**config.mk**
```make
export PLATFORM = sky130hd
export DESIGN_NAME = byte_serializer
export DESIGN_NICKNAME = d
export VERILOG_FILES = /design/src/rtl/byte_serializer_pkg.sv /design/src/rtl/ser_fifo2.sv /design/src/rtl/byte_serializer.sv
export SDC_FILE = /design/constraint.sdc
export NUM_CORES = 1
export LEC_CHECK = 0
export BUFFER_PORTS_ARGS = -buffer_cell sky130_fd_sc_hd__buf_2
export CORE_MARGIN = 2
export CORE_UTILIZATION = 56
export DETAILED_ROUTE_END_ITERATION = 10
export PLACE_DENSITY_LB_ADDON = 0.15
export SYNTH_ARGS = -nofsm -noshare
export SYNTH_HDL_FRONTEND = slang
export SYNTH_SLANG_ARGS = --single-unit
export TNS_END_PERCENT = 20
```
**constraint.sdc**
```tcl
create_clock -name clk -period 2.7 [get_ports clk]
set_input_delay 0.405 -clock clk [delete_from_list [all_inputs] [get_ports clk]]
set_output_delay 0.405 -clock clk [all_outputs]
set_load 0.005 [all_outputs]
```
**src/rtl/byte_serializer_pkg.sv**
```systemverilog
// Shared encodings for the byte serializer and the sequence-detector path it feeds.
package byte_serializer_pkg;

    // Shifter FSM: waiting for a word, or presenting one bit per cycle.
    typedef enum logic {
        IDLE  = 1'b0,
        SHIFT = 1'b1
    } ser_state_t;

    // Input buffer depth and the width needed to count 0..FIFO_DEPTH.
    localparam int FIFO_DEPTH = 2;
    localparam int FIFO_CNT_W = $clog2(FIFO_DEPTH + 1);

endpackage

```
**src/rtl/ser_fifo2.sv**
```systemverilog
// Two-entry in-order word buffer between the producer handshake and the shifter.
module ser_fifo2
    import byte_serializer_pkg::*;
#(
    parameter int WIDTH = 8
) (
    input  logic                  clk,
    input  logic                  rst_n,
    input  logic                  push,
    input  logic [WIDTH-1:0]      wdata,
    input  logic                  pop,
    output logic [WIDTH-1:0]      rdata,
    output logic                  full,
    output logic                  empty,
    output logic [FIFO_CNT_W-1:0] count
);

    logic [WIDTH-1:0] mem [FIFO_DEPTH];
    logic             wr_ptr;
    logic             rd_ptr;
    logic             do_push;
    logic             do_pop;

    assign full    = (count == FIFO_CNT_W'(FIFO_DEPTH));
    assign empty   = (count == '0);
    assign do_push = push && !full;
    assign do_pop  = pop && !empty;
    assign rdata   = mem[rd_ptr];

    // Storage write; contents are only ever read behind a valid count.
    // NOTE: the data array has no reset -- count and pointers decide what is valid, so clearing it adds fanout for nothing.
    always_ff @(posedge clk) begin
        if (do_push) begin
            mem[wr_ptr] <= wdata;
        end
    end

    // Pointer and occupancy bookkeeping; simultaneous push and pop keeps the count.
    // NOTE: sequential state uses non-blocking assignments so every flop samples pre-edge values regardless of statement order.
    always_ff @(posedge clk or negedge rst_n) begin
        if (!rst_n) begin
            wr_ptr <= 1'b0;
            rd_ptr <= 1'b0;
            count  <= '0;
        end else begin
            if (do_push) begin
                wr_ptr <= ~wr_ptr;
            end
            if (do_pop) begin
                rd_ptr <= ~rd_ptr;
            end
            case ({do_push, do_pop})
                2'b10:   count <= count + FIFO_CNT_W'(1);
                2'b01:   count <= count - FIFO_CNT_W'(1);
                default: count <= count;
            endcase
        end
    end

endmodule

```
**src/rtl/byte_serializer.sv**
```systemverilog
// Parallel-to-serial converter: buffers words in a 2-deep FIFO and shifts them out
// one bit per cycle, back-to-back, with a frame_start marker on each word's first bit.
module byte_serializer
    import byte_serializer_pkg::*;
#(
    parameter int WIDTH     = 8,
    parameter bit MSB_FIRST = 1'b1
) (
    input  logic             clk,
    input  logic             rst_n,
    input  logic [WIDTH-1:0] in_data,
    input  logic             in_valid,
    output logic             in_ready,
    output logic             dout,
    output logic             dout_valid,
    output logic             frame_start,
    output logic             busy
);

    localparam int CNT_W = $clog2(WIDTH);

    ser_state_t             state;
    ser_state_t             state_next;
    logic [CNT_W-1:0]       bit_cnt;
    logic [WIDTH-1:0]       shreg;
    logic                   ready_en;
    logic                   push;
    logic                   pop;
    logic                   last_bit;
    logic                   busy_next;
    logic [WIDTH-1:0]       head;
    logic                   fifo_full;
    logic                   fifo_empty;
    logic [FIFO_CNT_W-1:0]  fifo_count;
    logic [FIFO_CNT_W-1:0]  fifo_count_next;

    // Bit presented first from a freshly loaded word.
    function automatic logic first_bit(input logic [WIDTH-1:0] w);
        return MSB_FIRST ? w[WIDTH-1] : w[0];
    endfunction

    // Drops the bit just presented so the next one sits at the output end.
    function automatic logic [WIDTH-1:0] advance(input logic [WIDTH-1:0] w);
        return MSB_FIRST ? (w << 1) : (w >> 1);
    endfunction

    // ready_en holds in_ready low until the first edge after reset release.
    assign in_ready        = ready_en && !fifo_full;
    assign push            = in_valid && in_ready;
    assign last_bit        = (bit_cnt == CNT_W'(WIDTH - 1));
    assign fifo_count_next = fifo_count + FIFO_CNT_W'(push) - FIFO_CNT_W'(pop);
    assign busy_next       = (state_next == SHIFT) || (fifo_count_next != '0);

    ser_fifo2 #(
        .WIDTH (WIDTH)
    ) u_fifo (
        .clk   (clk),
        .rst_n (rst_n),
        .push  (push),
        .wdata (in_data),
        .pop   (pop),
        .rdata (head),
        .full  (fifo_full),
        .empty (fifo_empty),
        .count (fifo_count)
    );

    // FSM state register.
    always_ff @(posedge clk or negedge rst_n) begin
        if (!rst_n) begin
            state <= IDLE;
        end else begin
            state <= state_next;
        end
    end

    // Next state: start on any buffered word, fall back to IDLE after the last bit if nothing waits.
    // NOTE: the default assignment up front keeps every path driven, so no latch is inferred.
    always_comb begin
        state_next = state;
        case (state)
            IDLE:    if (!fifo_empty) state_next = SHIFT;
            SHIFT:   if (last_bit && fifo_empty) state_next = IDLE;
            default: state_next = IDLE;
        endcase
    end

    // FSM output: pop the FIFO head when idle, or on the last bit to chain words without a bubble.
    always_comb begin
        pop = 1'b0;
        case (state)
            IDLE:    pop = !fifo_empty;
            SHIFT:   pop = last_bit && !fifo_empty;
            default: pop = 1'b0;
        endcase
    end

    // Shift datapath and registered outputs; dout/frame_start are zero whenever dout_valid is low.
    always_ff @(posedge clk or negedge rst_n) begin
        if (!rst_n) begin
            ready_en    <= 1'b0;
            bit_cnt     <= '0;
            shreg       <= '0;
            dout        <= 1'b0;
            dout_valid  <= 1'b0;
            frame_start <= 1'b0;
            busy        <= 1'b0;
        end else begin
            ready_en <= 1'b1;
            busy     <= busy_next;
            if (pop) begin
                shreg       <= advance(head);
                dout        <= first_bit(head);
                dout_valid  <= 1'b1;
                frame_start <= 1'b1;
                bit_cnt     <= '0;
            end else if (state == SHIFT && !last_bit) begin
                shreg       <= advance(shreg);
                dout        <= first_bit(shreg);
                dout_valid  <= 1'b1;
                frame_start <= 1'b0;
                bit_cnt     <= bit_cnt + CNT_W'(1);
            end else begin
                dout        <= 1'b0;
                dout_valid  <= 1'b0;
                frame_start <= 1'b0;
                bit_cnt     <= '0;
            end
        end
    end

endmodule

```
Word level (Yosys, flattened, before mapping). Memories as Yosys holds them, arrays and structs flattened. Index checks and enable logic that the tools add are counted.

Bits in writable memories: 16. Output and inout port bits: 5. Bits of input ports: 11. Logic and storage cells: 55. Memories: 1. Bits in registers: 21.

Multiplexer cells: 16. Bitwise logic cells: 3. Eq/ne operators: 4. Reduce and logical (&&, ||, !) cells: 15. Add/sub/neg operators: 5.

Memories: u_fifo.mem (words 2, width 8, read ports 1, clocked after memory_dff 0, wr ports 1, RTL line ser_fifo2.sv:18) `logic [WIDTH-1:0] mem [FIFO_DEPTH];`.

Operators by type and width (number): $mux 8 (2); $mux 1 (9); $logic_and 1x1->1 (7); $mux 3 (2); $reduce_bool 2->1 (3); $eq 2x2->1 const B (2); $pmux 1 s2 (2); $pmux 2 s2 (1); $add 3x1->3 const B (1); $eq 3x3->1 const B (1); $logic_not 1->1 (3); $not 1->1 (3); $add 2x1->2 (1); $add 2x1->2 const B (1); $eq 2x1->1 const B (1); $logic_not 2->1 (1); $sub 2x1->2 (1); $sub 2x1->2 const B (1); $logic_or 1x1->1 (1).

Depth between registers and ports, before layout.
Depth in word-level cells: 8. Mapped depth: 10. Gate-level depth less buffers: 9.

Hierarchy. Synthesis repeated with hierarchy kept, for this count alone.

Cell total of the unflattened synthesis: 101. Area, all modules: 1471.4 µm².

By module, submodules not included: ser_fifo2 (cells an instance 43, sequential area each 580.6 µm², times used 1, area an instance 772.0 µm²); byte_serializer (cells an instance 58, sequential area each 400.4 µm², times used 1, area an instance 699.4 µm²).

Worst setup path after synthesis. No wires, ideal clock.

Path kind: flip-flop to flip-flop. Start: register bit_cnt[0]. End: register busy. Data arrival time: 2.085 ns. Slack: 0.484 ns. Clock period less this slack: 2.216 ns. Cell stages (with the launch flop): 10. Buffers on the path: 1. Library setup time: 0.131 ns. Cell sequence: dfrtp_1 ha_1 ha_1 nor2b_1 buf_2 nor2_1 ha_1 inv_1 ha_1 or3_1.

Word-level cells in the longest chain between the ends: 6.

Ends and longest elaborated chain: start: declaration (RTL line byte_serializer.sv:24) `logic [CNT_W-1:0] bit_cnt;`; start signal: assignment (RTL line byte_serializer.sv:122) `bit_cnt <= bit_cnt + CNT_W'(1);`; $eq 3x3->1 (RTL line byte_serializer.sv:50) `assign last_bit = (bit_cnt == CNT_W'(WIDTH - 1));`; $logic_and 1x1->1 (RTL line byte_serializer.sv:93) `SHIFT: pop = last_bit && !fifo_empty;`; $pmux 1 s2 (RTL line byte_serializer.sv:91) `case (state)`; via pop (RTL line byte_serializer.sv:28) `logic pop;`; $sub 2x1->2 (RTL line byte_serializer.sv:51) `assign fifo_count_next = fifo_count + FIFO_CNT_W'(push) - FIFO_CNT_W'(pop);`; $reduce_bool 2->1 (RTL line byte_serializer.sv:52) `assign busy_next = (state_next == SHIFT) || (fifo_count_next != '0);`; $logic_or 1x1->1 (RTL line byte_serializer.sv:52); via busy_next (RTL line byte_serializer.sv:30) `logic busy_next;`; end signal: assignment (RTL line byte_serializer.sv:110) `busy <= busy_next;`; end: declaration (RTL line byte_serializer.sv:17) `output logic busy`.

The timed path passes the listed nets, and every way through them passes these cells. A chain may end at the register's enable or synchronous reset.

Worst setup path in the final report. Ends and elaborated chain as after synthesis.

==> flow_summary.yaml <==
placed_design:
  portBuffers: 15
  dpl_worst_slack_ps: 618
  dp_hpwl_mm: 1.37
  numPlacedInstances: 150
  gp_congestion: 0.754
clocking:
  cts_resized: 0
  clockBufferDepth: 2
  root_buffer: "clkbuf_4"
  cts_sinks: 36
  hold_buffers: 0
  cts_post_setup_buffers_inserted: 0
  h-tree-depth: 2
  cts_tree: "built"
  clkLatencyLatePin_ps: 330
  clk_pin_slew_ps: 100
  cts_buffers: 5
layout:
  syn2layout_area_growth_pct: 8.54
  fill_cells: 196
  diodes: 0
  multiInputGateArea_um2: 454
  fin_cells: 158
  num-nets-final: 143
  final_core_util_pct: 64.9
  ff_latch_area_um2: 981
  drive_above_1_share_pct: 22.7
grt:
  track_usage_pct: 15.0
  first_global_vias: 777
  antenna_found_initial: 0
  grt_start_max_net_pins: 21
  grt_pass1_wl_mm: 3.42
  overflow: 0
setup_path:
  reg2reg_depth: 9
  crit_type: "reg2reg"
  crit_slowest_cell: "dfrtp_1"
  ff2ff_setup_slack_ps: 620
  worstPathArrival_ps: 2290
  r2r_end: "busy"
  crit_path_end_kind: "flip-flop"
  crit_chain: "ha_1, ha_1, nor2b_1, nor2_1, ha_1, inv_1, ha_1, xor2_1, or3_1"
  critPathLaunchType: "flip-flop"
  path_common_cell: "ha_1"
  crit_path_max_fanout: 2
  slowest_delay_ps: 390
  critPathRequiredTime_ps: 2920
  r2r-start: "bit_cnt[0]"
floorplan:
  dieArea_mm2: 0.00310
  die_y_um: 55.7
  num_rows: 18
  core_mm2: 0.00250
  initial_core_util_pct: 59.8
  die_w_um: 55.7
  io_pins: 16
route:
  drc: 0
  drt-vias-per-instance: 5.29
  wl_per_cell_um: 12.5
  drt_first_iter_violations: 12
  num_vias: 836
  dr.pass1.iters: 4
  ant_nets: 0
  totalWireLength_mm: 1.98
sta:
  hold_violations: 0
  rsz0062_at_grt: "no"
  finalWorstSetupSlack_ps: 623
  period_share_pct: 76.9
  timing.fmax_ghz: 0.481
  period_needed_ps: 2080
  slew_viol_final: 0
  hold_ws_ps: 2.94
  setup_viol: 0
  worst_slew_margin_rel_pct: 57.2
  skew_ps: 7.20
  tightestPinTransition_ps: 640
  setup_tns_ps: 0
pwr:
  intPower_mw: 1.03
  p_per_area_mw_per_mm2: 975
  pwr-share-clk_pct: 16.3
  share_comb_of_total_power_pct: 30.6
  p_seq_share_pct: 53.0
  swShare_pct: 34.8
  p_leak_nw: 0.683
  peakVddDrop_mv: 0.683
  power_switching_mw: 0.550
logic_synthesis:
  yosysSeqAreaShare_pct: 65.7
  synthDistinctLibCells: 30
  synth_area_mm2: 0.00149
  ys_top_cells_by_area: "dfrtp_1 (34%), edfxtp_1 (32%), ha_1 (4.2%)"
  synth_seq_cells: 36
  yosysWarnings: 0
  synth_nets: 125
  syn_inst: 109
  postSynthAreaPerCell_um2: 13.7
  synth_top_area_cell: "dfrtp_1"
  synth_top_area_share_pct: 33.5
hold_path:
  hp-class: "in2async"
flow_run:
  maxCapViolations: 0
status:
  status: "complete, no violations"
[worst max-delay path: cells and delay by family (launching register included)]
kind / cells / cell delay (ps)
flip-flops: 1 / 390
buffers and inverters: 1 / 40
AND/OR/NAND/NOR: 3 / 560
XOR/XNOR: 1 / 140
adder cells (fa/ha/maj): 4 / 840
[sequential cells by signal, summed over array words and instances (netlist names)]
name	count
busy	1
shreg	7
u_fifo.mem	16
bit_cnt	3
u_fifo.count	2
frame_start	1
state	1
dout_valid	1
dout	1
u_fifo.wr_ptr	1
ready_en	1
u_fifo.rd_ptr	1
[worst max path at each step]
stage                    start   end  slack, ps  cells past startpoint
global route        bit_cnt[0]  busy        490                      8
CTS                 bit_cnt[0]  busy        600                      8
detailed placement  bit_cnt[0]  busy        620                      9
finish              bit_cnt[0]  busy        620                      9
floorplan           bit_cnt[0]  busy        480                      9
global placement    bit_cnt[0]  busy        700                      8
[Yosys cell counts, drive strengths merged]
library cell / n
a211oi: 7
a21boi: 1
a22o: 1
and2: 2
and3: 1
buf: 5
conb: 1
dfrtp: 20
edfxtp: 16
ha: 5
inv: 4
mux2: 1
mux2i: 1
nand2: 8
nand2b: 1
nor2: 7
nor2b: 7
o211ai: 1
o21ai: 12
or2: 1
or3: 1
xnor2: 4
xor2: 2
[layout by cell type, fill, tap and decap left out, drive strengths merged]
| cell type | count |
|---|---|
| a211oi | 7 |
| a21boi | 1 |
| a22o | 1 |
| and2 | 2 |
| and3 | 1 |
| buf | 16 |
| clkbuf | 5 |
| clkinv | 3 |
| conb | 1 |
| dfrtp | 20 |
| edfxtp | 16 |
| ha | 5 |
| inv | 4 |
| mux2 | 1 |
| mux2i | 1 |
| nand2 | 8 |
| nand2b | 1 |
| nor2 | 7 |
| nor2b | 7 |
| o211ai | 1 |
| o21ai | 12 |
| or2 | 1 |
| or3 | 1 |
| xnor2 | 4 |
| xor2 | 2 |
[power groups by stage]
stage / clock network (mW) / registers (mW) / logic, mW
global placement: 0 / 0.845 / 0.476
finish: 0.258 / 0.838 / 0.484
global route: 0.296 / 0.857 / 0.560
floorplan: 0 / 0.793 / 0.464
detailed placement: 0 / 0.851 / 0.488
CTS: 0.269 / 0.840 / 0.495
[logic make-up after synthesis]
| logic type | share of synthesized area (%) |
|---|---|
| AOI/OAI and AO/OA | 10.4 |
| xor gates and xnor gates | 3.52 |
| adders and majority gates | 4.19 |
| buffers and inverters | 3.94 |
| DFF | 65.7 |
| muxes | 1.42 |
| other | 0.251 |
| and+or+nand+nor | 10.6 |
[final cells by class]
type	instances	area share (%)
flip-flops and latches	36	60.5
multi-input cells	64	28.0
clock inverters	3	0.849
repair buffers	16	5.09
clock buffers	5	2.31
well taps	30	2.31
inverters	4	0.926
[metal layers]
| layer | GRT usage, % | part of all wire [%] | up-vias |
|---|---|---|---|
| li1 | - | - | 416 |
| met1 | 19.1 | 46 | 390 |
| met2 | 21.9 | 45 | 25 |
| met3 | 7.44 | 7.0 | 5 |
| met4 | 6.27 | 1.7 | 0 |
| met5 | 0 | 0 | - |
[metrics by stage]
stage,power (mW),instance area [µm²]
after detailed placement,1.34,1570
after global routing,1.71,1620
after global placement,1.32,1570
final,1.58,1620
after floorplan,1.26,1490
after CTS,1.60,1620
No activity file was read; power rests on OpenSTA's default activity.
